### src/rtl/wshb_arb_pkg.sv
`default_nettype none
// ============================================================================
// Package  : wshb_arb_pkg
// Brief    : Shared types and Wishbone field widths for the round-robin
//            Wishbone arbiter and its picker.
// Revision : 1.0 - initial release
// ============================================================================
package wshb_arb_pkg;

    // Wishbone classic field widths (data bus fixed at 32 bits)
    localparam int DW     = 32;
    localparam int SW     = 4;
    localparam int CTIW   = 3;
    localparam int BTEW   = 2;

    // Largest supported master count; sizes the owner/pointer index
    localparam int MAX_NM = 8;

    typedef logic [$clog2(MAX_NM)-1:0] owner_t;

    typedef enum logic [0:0] {
        ST_IDLE  = 1'b0,
        ST_OWNED = 1'b1
    } arb_state_e;

endpackage
`default_nettype wire

### src/rtl/rr_pick.sv
`default_nettype none
// ============================================================================
// Module   : rr_pick
// Brief    : Combinational round-robin picker. Returns the first requester
//            found searching ptr+1, ptr+2, ... modulo NM.
// Revision : 1.0 - initial release
// ============================================================================
module rr_pick
    import wshb_arb_pkg::*;
#(
    parameter int NM = 2
) (
    input  logic [NM-1:0] req_i,
    input  owner_t        ptr_i,
    output logic [NM-1:0] gnt_o,
    output owner_t        idx_o,
    output logic          valid_o
);

    logic [NM-1:0] w_rot;
    int            w_sel;

    // Rotate so slot ptr+1 lands at bit 0, then take the lowest set bit.
    always_comb begin
        w_rot = NM'({req_i, req_i} >> (int'(ptr_i) + 1));
        w_sel = 0;
        for (int j = NM - 1; j >= 0; j--) begin
            if (w_rot[j]) begin
                w_sel = j;
            end
        end
        idx_o   = owner_t'((int'(ptr_i) + 1 + w_sel) % NM);
        gnt_o   = {{(NM-1){1'b0}}, 1'b1} << idx_o;
        valid_o = |req_i;
    end

endmodule
`default_nettype wire

### src/rtl/wshb_rr_arbiter.sv
`default_nettype none
// ============================================================================
// Module   : wshb_rr_arbiter
// Brief    : Round-robin Wishbone classic arbiter sharing one slave port
//            between NM masters, with whole-cycle grants and an optional
//            per-owner ack cap that forces a handover when others wait.
// Revision : 1.0 - initial release
// ============================================================================
module wshb_rr_arbiter
    import wshb_arb_pkg::*;
#(
    parameter int NM        = 2,
    parameter int MAX_BURST = 64,
    parameter int AW        = 32
) (
    input  logic                 clk,
    input  logic                 rst_n,
    input  logic [NM-1:0]        m_cyc,
    input  logic [NM-1:0]        m_stb,
    input  logic [NM-1:0]        m_we,
    input  logic [NM*AW-1:0]     m_adr,
    input  logic [NM*DW-1:0]     m_dat_ms,
    input  logic [NM*SW-1:0]     m_sel,
    input  logic [NM*CTIW-1:0]   m_cti,
    input  logic [NM*BTEW-1:0]   m_bte,
    output logic [NM-1:0]        m_ack,
    output logic [DW-1:0]        m_dat_sm,
    output logic                 s_cyc,
    output logic                 s_stb,
    output logic                 s_we,
    output logic [AW-1:0]        s_adr,
    output logic [DW-1:0]        s_dat_ms,
    output logic [SW-1:0]        s_sel,
    output logic [CTIW-1:0]      s_cti,
    output logic [BTEW-1:0]      s_bte,
    input  logic                 s_ack,
    input  logic [DW-1:0]        s_dat_sm,
    output logic [NM-1:0]        gnt
);

    localparam int             BCW       = (MAX_BURST > 0) ? $clog2(MAX_BURST + 1) : 1;
    localparam logic [BCW-1:0] BURST_CAP = BCW'(MAX_BURST);

    arb_state_e     state_q, state_d;
    logic [NM-1:0]  own_oh_q, own_oh_d;
    owner_t         own_idx_q, own_idx_d;
    owner_t         ptr_q, ptr_d;
    logic [BCW-1:0] bcnt_q, bcnt_d;
    logic           busy_q, busy_d;

    logic           w_own_cyc;
    logic           w_own_stb;
    logic [NM-1:0]  w_others;
    logic           w_hold;
    logic           w_xfer;
    logic [NM-1:0]  w_pick_req;
    owner_t         w_pick_ptr;
    logic [NM-1:0]  w_pick_gnt;
    owner_t         w_pick_idx;
    logic           w_pick_valid;

    // Idle: search from the last-served master; owned: search the others from the owner.
    assign w_pick_req = (state_q == ST_IDLE) ? m_cyc : w_others;
    assign w_pick_ptr = (state_q == ST_IDLE) ? ptr_q : own_idx_q;

    rr_pick #(
        .NM      (NM)
    ) u_rr_pick (
        .req_i   (w_pick_req),
        .ptr_i   (w_pick_ptr),
        .gnt_o   (w_pick_gnt),
        .idx_o   (w_pick_idx),
        .valid_o (w_pick_valid)
    );

    // Select the owner's Wishbone fields; all zero while no one owns the port.
    always_comb begin
        w_own_cyc = 1'b0;
        w_own_stb = 1'b0;
        s_we      = 1'b0;
        s_adr     = '0;
        s_dat_ms  = '0;
        s_sel     = '0;
        s_cti     = '0;
        s_bte     = '0;
        for (int i = 0; i < NM; i++) begin
            if (own_oh_q[i]) begin
                w_own_cyc = m_cyc[i];
                w_own_stb = m_stb[i];
                s_we      = m_we[i];
                s_adr     = m_adr[i*AW +: AW];
                s_dat_ms  = m_dat_ms[i*DW +: DW];
                s_sel     = m_sel[i*SW +: SW];
                s_cti     = m_cti[i*CTIW +: CTIW];
                s_bte     = m_bte[i*BTEW +: BTEW];
            end
        end
    end

    // Hold masks the owner once its cap is spent and someone else waits; it never
    // cuts a strobe the slave has already seen without acking (busy_q).
    assign w_others = m_cyc & ~own_oh_q;
    assign w_hold   = (MAX_BURST > 0) && (state_q == ST_OWNED) && (bcnt_q == BURST_CAP)
                      && (|w_others) && !busy_q;
    assign s_cyc    = (state_q == ST_OWNED) & w_own_cyc & ~w_hold;
    assign s_stb    = s_cyc & w_own_stb;
    assign w_xfer   = s_stb & s_ack;
    assign m_ack    = own_oh_q & {NM{w_xfer}};
    assign m_dat_sm = s_dat_sm;
    assign gnt      = own_oh_q;
    assign busy_d   = s_stb & ~s_ack;

    // Ownership next-state: grant from idle, release on cyc drop or preemption, count acks.
    always_comb begin
        state_d   = state_q;
        own_oh_d  = own_oh_q;
        own_idx_d = own_idx_q;
        ptr_d     = ptr_q;
        bcnt_d    = bcnt_q;
        case (state_q)
            ST_IDLE: begin
                if (w_pick_valid) begin
                    state_d   = ST_OWNED;
                    own_oh_d  = w_pick_gnt;
                    own_idx_d = w_pick_idx;
                    bcnt_d    = '0;
                end
            end
            ST_OWNED: begin
                if (!w_own_cyc || w_hold) begin
                    ptr_d  = own_idx_q;
                    bcnt_d = '0;
                    if (w_pick_valid) begin
                        own_oh_d  = w_pick_gnt;
                        own_idx_d = w_pick_idx;
                    end else begin
                        state_d  = ST_IDLE;
                        own_oh_d = '0;
                    end
                end else if (w_xfer && (bcnt_q != BURST_CAP)) begin
                    bcnt_d = bcnt_q + 1'b1;
                end
            end
            default: begin
                state_d  = ST_IDLE;
                own_oh_d = '0;
            end
        endcase
    end

    // State registers; reset gives master 0 first priority.
    always_ff @(posedge clk) begin
        if (!rst_n) begin
            state_q   <= ST_IDLE;
            own_oh_q  <= '0;
            own_idx_q <= '0;
            ptr_q     <= owner_t'(NM - 1);
            bcnt_q    <= '0;
            busy_q    <= 1'b0;
        end else begin
            state_q   <= state_d;
            own_oh_q  <= own_oh_d;
            own_idx_q <= own_idx_d;
            ptr_q     <= ptr_d;
            bcnt_q    <= bcnt_d;
            busy_q    <= busy_d;
        end
    end

endmodule
`default_nettype wire

### config.mk
export PLATFORM = sky130hd
export DESIGN_NAME = wshb_rr_arbiter
export DESIGN_NICKNAME = d
export VERILOG_FILES = /design/src/rtl/wshb_arb_pkg.sv /design/src/rtl/rr_pick.sv /design/src/rtl/wshb_rr_arbiter.sv
export SDC_FILE = /design/constraint.sdc
export NUM_CORES = 1
export LEC_CHECK = 0
export CORE_AREA = 2 2 115 117
export CTS_CLUSTER_SIZE = 12
export DETAILED_ROUTE_END_ITERATION = 12
export DIE_AREA = 0 0 117 119
export GPL_TIMING_DRIVEN = 0
export PLACE_DENSITY_LB_ADDON = 0.3
export SYNTH_ARGS = -nofsm -noshare
export SYNTH_HDL_FRONTEND = slang
export SYNTH_SLANG_ARGS = --single-unit
### constraint.sdc
create_clock -name clk -period 2.1 [get_ports clk]
set_clock_uncertainty 0.2 [all_clocks]
set_input_delay 0.21 -clock clk [delete_from_list [all_inputs] [get_ports clk]]
set_output_delay 0.21 -clock clk [all_outputs]
set_load 0.02 [all_outputs]
Yosys cells after proc, flatten, opt, wreduce, memory -nomap -nowiden

Cells that the tools add are included.

Add/subtract/negate cells: 3
Equal/unequal tests: 5
Shifts and indexed selects: 2
Multiplexer cells: 34
Bitwise logic cells: 12
Reduce and logical (&&, ||, !) cells: 12

Operators by type and width:

| cell                | number |
|---|---|
| $mux 32             | 4 |
| $add 32x2->32       | 1 |
| $mux 7              | 3 |
| $mux 3              | 5 |
| $pmux 7 s2          | 1 |
| $mux 2              | 6 |
| $mux 1              | 10 |
| $mux 4              | 2 |
| $add 7x1->7 const B | 1 |
| $eq 7x7->1 const B  | 1 |
| $ne 7x7->1 const B  | 1 |
| $and 1x1->1         | 6 |
| $pmux 3 s2          | 1 |
| $reduce_and 2->1    | 3 |
| $add 3x1->4 const B | 1 |
| $and 2x2->2         | 2 |
| $logic_and 1x1->1   | 4 |
| $ne 2x1->1 const B  | 2 |
| $pmux 2 s2          | 1 |
| $reduce_or 2->1     | 2 |
| $shr 4x4->2         | 1 |
| $ne 3x1->1 const B  | 1 |
| $not 1->1           | 3 |
| $shl 1x3->2 const A | 1 |
| 4 further kinds     | 5 |

Bits in registers: 17
Bits of input ports: 187
Output and inout port bits: 112
Word-level logic and storage cells: 74

Longest topological paths before layout

Gate-level depths: netlist (run 1).

Depth after elaboration: 13
Depth in mapped cells: 8
Depth with buffers taken out: 7

Cells and area by module

From an unflattened synthesis (run 1), not the netlist that was laid out.

Cells, all modules: 233
Area total of the unflattened synthesis: 1934.4 um^2

Modules (own cells, without submodules):

| module          | instances | cells an instance | area each (um^2) | seq. area each (um^2) |
|---|---|---|---|---|
| wshb_rr_arbiter | 1         | 222               | 1851.8           | 340.3 |
| rr_pick         | 1         | 11                | 82.6             | 0.0 |

Worst setup path before layout (run 1)

OpenSTA, ideal clock, no wires.

Path type: register to output
Start: register own_oh_q[1], in the netlist gnt[1]
End: output m_ack[0]
Arrival: 1683 ps
Setup slack: 7 ps
Stages on the path, launching flop included: 7
Buffers on the path: 1
Cells stage by stage: dfxtp_1 > buf_6 > nand3b_1 > a21o_1 > nor2_4 > and2_1 > and3_1

Longest elaborated chain between the ends: 10
Elaborated cells between the ends (all ways): 13
Classes of those cells: mux (2); bitwise (8); reduce/logical (3)

Ends and longest elaborated chain:

| what                            | line                   | text |
|---|---|---|
| from (decl)                     | wshb_rr_arbiter.sv:45  | `logic [NM-1:0] own_oh_q, own_oh_d;` |
| from (signal assigned)          | wshb_rr_arbiter.sv:162 | `own_oh_q <= own_oh_d;` |
| $not 2->2                       | wshb_rr_arbiter.sv:102 | `assign w_others = m_cyc & ~own_oh_q;` |
| $and 2x2->2                     | wshb_rr_arbiter.sv:102 |  |
| $reduce_or 2->1                 | wshb_rr_arbiter.sv:104 | `&& (\|w_others) && !busy_q;` |
| $logic_and 1x1->1 (2 in series) | wshb_rr_arbiter.sv:104 |  |
| $not 1->1                       | wshb_rr_arbiter.sv:105 | `assign s_cyc = (state_q == ST_OWNED) & w_own_cyc & ~w_hold;` |
| $and 1x1->1                     | wshb_rr_arbiter.sv:105 |  |
| $and 1x1->1 *                   | wshb_rr_arbiter.sv:106 | `assign s_stb = s_cyc & w_own_stb;` |
| via s_stb                       | wshb_rr_arbiter.sv:29  | `output logic s_stb,` |
| $and 1x1->1 *                   | wshb_rr_arbiter.sv:107 | `assign w_xfer = s_stb & s_ack;` |
| $and 2x2->2 *                   | wshb_rr_arbiter.sv:108 | `assign m_ack = own_oh_q & {NM{w_xfer}};` |
| to (decl)                       | wshb_rr_arbiter.sv:26  | `output logic [NM-1:0] m_ack,` |

The timed path passes the listed nets; every way through them passes the cells marked *.

Worst setup path in the final report (run 1)

Start: register bcnt_q[0]
End: output m_ack[1]

Longest elaborated chain between the ends: 9

Ends and longest elaborated chain:

| what                            | line                   | text |
|---|---|---|
| from (decl)                     | wshb_rr_arbiter.sv:48  | `logic [BCW-1:0] bcnt_q, bcnt_d;` |
| from (signal assigned)          | wshb_rr_arbiter.sv:165 | `bcnt_q <= bcnt_d;` |
| $eq 7x7->1                      | wshb_rr_arbiter.sv:103 | `assign w_hold = (MAX_BURST > 0) && (state_q == ST_OWNED) && (bcnt_q == BURST_CAP)` |
| $logic_and 1x1->1               | wshb_rr_arbiter.sv:103 |  |
| $logic_and 1x1->1 (2 in series) | wshb_rr_arbiter.sv:104 |  |
| $not 1->1                       | wshb_rr_arbiter.sv:105 |  |
| $and 1x1->1                     | wshb_rr_arbiter.sv:105 |  |
| $and 1x1->1                     | wshb_rr_arbiter.sv:106 |  |
| $and 1x1->1                     | wshb_rr_arbiter.sv:107 |  |
| $and 2x2->2                     | wshb_rr_arbiter.sv:108 |  |

Every way passes these cells.

==> results.txt, run 1 <==
The tree is rooted in a sky130_fd_sc_hd__clkbuf_16. The TritonCTS sink count is 13. The worst path uses 100% of the clock period. The warning count from the yosys run came out at 0. For this configuration, the core starts out at a cell density of 14.1%.

TritonCTS built the clock tree. The number of buffers added to fix hold violations after cts is 0. The footprint of the flip-flops and latches came out at 277 um^2. The total congestion overflow after global routing came out at 0. Summed over all nets, the half-perimeter wirelength after detailed placement is 9650 um.

The width of the die came out at 117 um. The post-synth net total is 419. The first global-routing pass estimated 16,500 um of wire. The worst stage delay on the critical path is 350 ps.

The clock passes through at most 2 buffers. The cell area after technology mapping is 1820 um^2. The clock network latency to the later pin of the worst-skew pair came out at 250 ps. The number of pins exceeding their max-slew limit in the final report came out at 0. The run finished, with violations left. The critical path capture point type is a primary output. The most area-hungry cell type in the Yosys netlist is sky130_fd_sc_hd__a22o_1.

STA classifies the critical path startpoint as a flip-flop. The number of placement rows came out at 42. The clock transition at the registers of the reported paths is 50 ps.

The async set-or-reset flop fraction in the synthesized netlist is 0%. The maximum operating frequency came out at 475 MHz. After synthesis, the cell types taking the most area are sky130_fd_sc_hd__a22o_1 36%, sky130_fd_sc_hd__dfxtp_1 14%, sky130_fd_sc_hd__buf_4 13%. At the pin with the least slew margin, the transition time is 494 ps. The worst slack at placement came out at -728 ps.

The synthesized netlist cell count is 230. In this run the tool buffered the top-level ports with 266 buffer cells. The number of global-route vias before repair came out at 3,090. The number of DRC markers in iteration 0 came out at 69.

In this run the critical register-to-register path is launched from bcnt_q[0]. The synthesis-to-finish area growth is 164%. The cell area after layout came out at 4790 um^2. In this run the worst hold path is classified as flip-flop to flip-flop. The worst setup path is of the flip-flop to primary output kind. In the final layout, the multi-input gates occupy 1220 um^2. In this run the worst setup path begins at bcnt_q[0]. The via density per instance is 4.25. In this run, CTS created clock tree buffers numbering 3. The global placement routability congestion is 0.785. The final setup violation count came out at 2. The data arrival time at the worst-slack endpoint is 1700 ps.

The sequential-to-total area share from yosys stat came out at 14.3%. The number of antenna violations at the first check in global routing is 0. The final routed DRC violation total came out at 0.

The post-route antenna net violation count came out at 0. The core box area came out at 12,900 um^2. The total routed wirelength came out at 11,300 um. The cell with the biggest individual delay on the critical path is sky130_fd_sc_hd__dfxtp_4. The depth of the CTS H-tree is 1. The final reports fail on setup timing. The number of distinct standard cells referenced by the synthesized netlist came out at 41. The total die area is 13,900 um^2.

In the final routed layout, each cell accounts on average for 16.5 um. The required time at the worst-slack endpoint came out at 1690 ps. Power spread over the standard cell area amounts to 385 nW/um^2. The critical path goes through inv_2, ha_2, nor2b_4, o2111a_2, nor2_4, and2_4, and3_4, buf_6. In this run the mean area of a mapped cell was 7.89 um^2. The synthesized flop and latch total is 13. The total leakage power came out at 2.06 nW.

The post-layout instance count excluding filler cells came out at 686. Max-cap violations in this run came to 0. The final critical-path required period came out at 2110 ps. Setup repair after global routing could not meet its margin everywhere. The instance area at placement came out at 4700 um^2.

The total number of nets in the final design came out at 700. The number of inserted diodes is 0. The number of detailed-routing iterations run before antenna repair is 4.

The final route contains 2,917 vias. For this design the top-level I/O count stands at 299. The tightest hold margin came out at 311 ps.

The cell count after placement is 672. The share of post-route cells with drive strength above 1 is 30.6%. The share of Yosys cell area claimed by the top area cell type came out at 36.2%. The number of filler cells placed in the layout came out at 1,337. The peak supply drop came out at 182 uV. The largest driver fanout on the critical path came out at 4. The vertical extent of the die came out at 119 um.

In this run the most critical hold path is launched from ptr_q[0]. The maximum number of pins on one net before global-route repair is 11. Counting flops with a built-in enable in the synthesized netlist gives 0. Headroom to the max-slew limit came out at 66.8%.

In the synthesized netlist the dominant register cell turns out to be sky130_fd_sc_hd__dfxtp_1. The final count of hold timing violations is 0. The worst path setup slack after routing is -6.11 ps.

The total routing usage reported by global routing came out at 15.2%.
## state kept, by name (all words and copies together) (netlist names)
| name | count |
|---|---|
| bcnt_q | 7 |
| state_q | 1 |
| busy_q | 1 |
| ptr_q | 1 |
| gnt | 2 |
| own_idx_q | 1 |
## routing by layer
layer  part of all wire [%]  up-vias  global-route usage [%]
li1                       -     1414                       -
met1                     41     1342                    19.1
met2                     50      150                    26.6
met3                    6.9       11                    3.16
met4                    1.3        0                    3.16
met5                      0        -                       0
## path summary, 6_finish.rpt
check / end / slack [ps] / cells past startpoint
hold reg to reg: ptr_q[0] / 310 / 2
setup / recovery: m_ack[1] / -6 / 8
setup reg to reg: bcnt_q[6] / 200 / 8
hold / removal: ptr_q[0] / 310 / 2
## power by group
part           internal (mW)  total (mW)  switching, mW  leakage (nW)
Sequential             0.255       0.270         0.0143         0.109
Combinational          0.654        1.20          0.547          1.91
Clock                  0.257       0.370          0.114        0.0382
Total                   1.17        1.84          0.675          2.06
## cell type report
type / instances / share of cell area, %
repair buffers: 277 / 53.1
multi-input cells: 157 / 25.6
plain buffers: 51 / 8.68
flip-flops and latches: 13 / 5.78
well taps: 176 / 4.60
clock buffers: 4 / 1.65
inverters: 8 / 0.627
## synth_stat cells, types with 4 or more instances
library cell and instances:
sky130_fd_sc_hd__and3_1 4, sky130_fd_sc_hd__dfxtp_1 13, sky130_fd_sc_hd__buf_1 7, sky130_fd_sc_hd__nor2b_1 4
sky130_fd_sc_hd__nand2_1 14, sky130_fd_sc_hd__inv_1 8, sky130_fd_sc_hd__a21oi_1 5, sky130_fd_sc_hd__a22o_1 75
sky130_fd_sc_hd__clkbuf_1 10, sky130_fd_sc_hd__nor2_1 9, sky130_fd_sc_hd__buf_4 32
## critical path: cells and delay by family, from the launching register on
family,cells,cell delay [ps]
AND/OR/NAND/NOR,4,620
adder cells (fa/ha/maj),1,150
AO/OA/AOI/OAI,1,180
flip-flops,1,350
buffers and inverters,2,140
## cell families (layout without fill, tap and decap cells)
logic type / count (synthesis) / count (layout) / share of synthesized area [%]
fa+ha+maj: 2 / 2 / 1.38
buf+inv: 60 / 340 / 19.9
compound gates: 102 / 102 / 47.1
simple gates: 52 / 52 / 16.7
mux: 1 / 1 / 0.551
flops: 13 / 13 / 14.3
## layout by cell type (no fill, tap or decap), types with 2 or more instances in the layout
cell,count
sky130_fd_sc_hd__clkdlybuf4s50_1,186
sky130_fd_sc_hd__clkdlybuf4s15_2,24
sky130_fd_sc_hd__clkbuf_2,17
sky130_fd_sc_hd__inv_1,7
sky130_fd_sc_hd__nand2_1,14
sky130_fd_sc_hd__and3_4,2
sky130_fd_sc_hd__a21oi_1,5
sky130_fd_sc_hd__buf_2,31
sky130_fd_sc_hd__clkbuf_16,3
sky130_fd_sc_hd__a32oi_1,2
sky130_fd_sc_hd__nor3b_2,2
sky130_fd_sc_hd__nor3_1,2
sky130_fd_sc_hd__nand3_1,3
sky130_fd_sc_hd__nor2b_1,2
sky130_fd_sc_hd__buf_6,10
sky130_fd_sc_hd__nor2b_4,2
sky130_fd_sc_hd__dlygate4sd2_1,10
sky130_fd_sc_hd__nand4_1,3
sky130_fd_sc_hd__o21ai_1,3
sky130_fd_sc_hd__dfxtp_1,8
sky130_fd_sc_hd__o211ai_1,3
sky130_fd_sc_hd__clkbuf_4,3
sky130_fd_sc_hd__clkbuf_1,2
sky130_fd_sc_hd__and3_1,2
sky130_fd_sc_hd__or3_1,2
sky130_fd_sc_hd__buf_4,44
sky130_fd_sc_hd__nor2_1,9
sky130_fd_sc_hd__a22o_1,75
sky130_fd_sc_hd__o21a_1,3
sky130_fd_sc_hd__dfxtp_4,4
sky130_fd_sc_hd__o21ai_0,3
## what timing repair did
item / CTS / global route
endpoints found under the setup margin: 78 / 70
gates resized for setup: 250 / 63
pin swaps: 4 / 2
gates cloned: 1 / 0
setup buffers: 9 / 1
hold endpoints to repair: 0 / 0
## metrics by stage
step / total power [mW] / util, % / TNS (ps)
3_5_place_dp: 1.54 / 36.5 / -47460
5_1_grt: 1.93 / 37.2 / -159
2_1_floorplan: 0.814 / - / 0
6_report: 1.84 / 37.2 / -11.4
3_3_place_gp: 1.53 / 36.5 / -48080
4_1_cts: 1.90 / 38.8 / -29.0
Power figures use the tool's default switching activity.
==> run 2: changes to the inputs <==
- HOLD_SLACK_MARGIN: unset -> 0.12
- RECOVER_POWER: unset -> 25
==> run 2 against run 1 <==
- the flow still finishes with violations (setup timing)
- sequential power about the same
- design area unchanged
- utilization unchanged
- cell count unchanged
- non-clock buffer count unchanged
- global-route usage unchanged
- sequential share of layout area unchanged
- fmax down 0.13%
- first-iteration DRC count unchanged
- largest power group unchanged
- highest routed layer unchanged
==> results.txt, run 2 (synthesis results as in run 1) <==
Run status: finished, violations left (unchanged). The total routed wirelength came out at 11,300 um (about the same). The ratio of total power to cell area is 382 nW/um^2 (was 385 nW/um^2).

Violations in the final reports: setup timing (unchanged). The buffer depth of the longest clock path came out at 2 (unchanged). The number of detailed-routing iterations run before antenna repair came out at 4 (unchanged). The number of antenna violations at the first check in global routing is 0 (unchanged). The ratio of final minimum period to clock period is 100% (about the same). The total number of nets in the final design came to 700 (unchanged). The final routed wire length divided by cell count came out at 16.5 um (about the same).

The CTS tree is yes (unchanged). The initial standard-cell utilization of the core came out at 14.1% (unchanged). The flip-flop count of the largest register, all copies and words added came to 7 (unchanged).

The worst min-delay path class is flip-flop to flip-flop (unchanged). The clock network latency to the later pin of the worst-skew pair came to 250 ps (about the same). The number of buffers inserted during clock tree synthesis came to 3 (unchanged). The data arrival time at the worst-slack endpoint was 1700 ps (about the same). The clock transition at the registers of the reported paths came out at 50 ps (about the same). The post-DP HPWL is 9650 um (unchanged).

The cell area after layout came out at 4790 um^2 (unchanged). The total of buffers placed on input and output ports was 266 (unchanged). The worst path setup slack after routing came out at -8.75 ps (was -6.11 ps). The worst slew slack as a fraction of its limit is 65.0% (was 66.8%). The final setup violation count is 2 (unchanged). The number of placement rows is 42 (unchanged). The via density per instance is 4.26 (was 4.25).

The register name with the most flops is bcnt_q (unchanged). The core box area came out at 12,900 um^2 (unchanged). The instance area at placement came out at 4700 um^2 (unchanged). The total congestion overflow after global routing is 0 (unchanged). The total die area is 13,900 um^2 (unchanged). The synthesis-to-finish area growth was 164% (unchanged). The cell type group with the largest total delay on the critical path is simple AND/OR/NAND/NOR gates (unchanged). The global placement routability congestion came out at 0.785 (unchanged).

The width of the die came to 117 um (unchanged). The wire length of the first global-routing pass is 16,500 um (unchanged). List of cells traversed by the critical path: inv_2, ha_2, nor2b_4, o2111a_2, nor2_4, and2_4, and3_4, buf_6 (unchanged).

The number of buffer and inverter stages on the critical path is 2 (unchanged). The largest driver fanout on the critical path came out at 4 (unchanged). The required time at the worst-slack endpoint is 1690 ps (about the same).

The final routed DRC violation total came out at 0 (unchanged). Unrepaired setup endpoints after global routing: yes (unchanged). The number of pins exceeding their max-slew limit in the final report came to 0 (unchanged).

The maximum operating frequency is 474 MHz (was 475 MHz). The leading cell type in the layout, fill and taps excluded was sky130_fd_sc_hd__clkdlybuf4s50_1 (unchanged). The number of global-route vias before repair came out at 3,090 (unchanged).

The TritonCTS sink count came out at 13 (unchanged). The peak supply drop is 182 uV (about the same). The register-to-register path setup slack came to 200 ps (about the same). The share of post-route cells with drive strength above 1 is 30.6% (unchanged). The total leakage power came out at 2.07 nW (was 2.06 nW). The I/O pin count came to 299 (unchanged).

The maximum number of pins on one net before global-route repair was 11 (unchanged). The final critical-path required period is 2110 ps (about the same). The vertical extent of the die came out at 119 um (unchanged). The number of filler cells placed in the layout came out at 1,337 (unchanged). The final core utilization is 37.2% (unchanged). The post-route antenna net violation count came to 0 (unchanged). The via count came out at 2,923 (was 2,917).

The cell with the biggest individual delay on the critical path was sky130_fd_sc_hd__dfxtp_4 (unchanged). The number of inserted diodes came out at 0 (unchanged). The number of buffers added to fix hold violations after cts came out at 0 (unchanged). The worst stage delay on the critical path is 350 ps (about the same).

The critical path capture point type is a primary output (unchanged). The CTS root buffer is sky130_fd_sc_hd__clkbuf_16 (unchanged). The final count of hold timing violations is 0 (unchanged). The type of the worst setup path was flip-flop to primary output (unchanged). The max-capacitance violation count is 0 (unchanged). The total routing usage reported by global routing is 15.2% (unchanged).

The actual transition at the worst max-transition pin is 521 ps (was 494 ps). Leading cell types in the layout, fill and taps excluded: 159 x sky130_fd_sc_hd__clkdlybuf4s50_1, 75 x sky130_fd_sc_hd__a22o_1, 44 x sky130_fd_sc_hd__buf_4 (was 186 x sky130_fd_sc_hd__clkdlybuf4s50_1, 75 x sky130_fd_sc_hd__a22o_1, 44 x sky130_fd_sc_hd__buf_4). The startpoint type of the worst setup path is a flip-flop (unchanged). The number of DRC markers in iteration 0 is 69 (unchanged). The depth of the CTS H-tree is 1 (unchanged).
## run 2: cell types whose count changed in the layout (fill, tap and decap cells not counted)
cell	change
sky130_fd_sc_hd__clkdlybuf4s50_1	-27
sky130_fd_sc_hd__dlygate4sd3_1	+27
## run 2: worst paths after layout
path	startpoint	to	cells past startpoint
worst min-delay path	ptr_q[0]	ptr_q[0]	2
worst max register to register	bcnt_q[0]	bcnt_q[6]	8
worst max-delay path	bcnt_q[0]	m_ack[1]	8
worst min register to register	ptr_q[0]	ptr_q[0]	2
## run 2: metal layers
layer | up-vias | GRT usage (%) | part of all wire (%)
li1 | 1414 | - | -
met1 | 1344 | 19.1 | 41
met2 | 154 | 26.6 | 50
met3 | 11 | 3.16 | 6.9
met4 | 0 | 3.16 | 1.3
met5 | - | 0 | 0
## run 2: cell type report
| cell class | count | area (um^2) | share of cell area [%] |
|---|---|---|---|
| Buffer | 51 | 415 | 8.68 |
| Clock buffer | 4 | 78.8 | 1.65 |
| Inverter | 8 | 30.0 | 0.627 |
| Multi-Input combinational cell | 157 | 1220 | 25.6 |
| Sequential cell | 13 | 277 | 5.78 |
| Tap cell | 176 | 220 | 4.60 |
| Timing Repair Buffer | 277 | 2540 | 53.1 |
## run 2: power by group
part           internal, mW  total, mW  switching [mW]
Combinational         0.644       1.19           0.546
Sequential            0.255      0.270          0.0144
Clock                 0.257      0.370           0.114
## run 2: per-stage QoR
stage               power (mW)  setup slack, ps  instances  setup TNS [ps]  hold slack (ps)
floorplan                0.814             6.90        230               0             79.5
detailed placement        1.54             -728        672          -47460              291
global placement          1.53             -737        672          -48080              284
finish                    1.83            -8.75        686           -16.7              311
global route              1.92            -74.7        686            -159              370
CTS                       1.90            -15.3        685           -29.0              306
## run 2: timing repair
| item | CTS | global route |
|---|---|---|
| gates cloned | 1 | 0 |
| pin swaps | 4 | 2 |
| gates resized for setup | 250 | 63 |
| buffers inserted | 9 | 1 |
| setup endpoints to repair | 78 | 70 |
## run 2: tightest hold or removal path, delay by kind of cell, from the launching register on
kind             cells  cell delay, ps
multiplexers         1              80
AND/OR/NAND/NOR      1              60
flip-flops           1             340
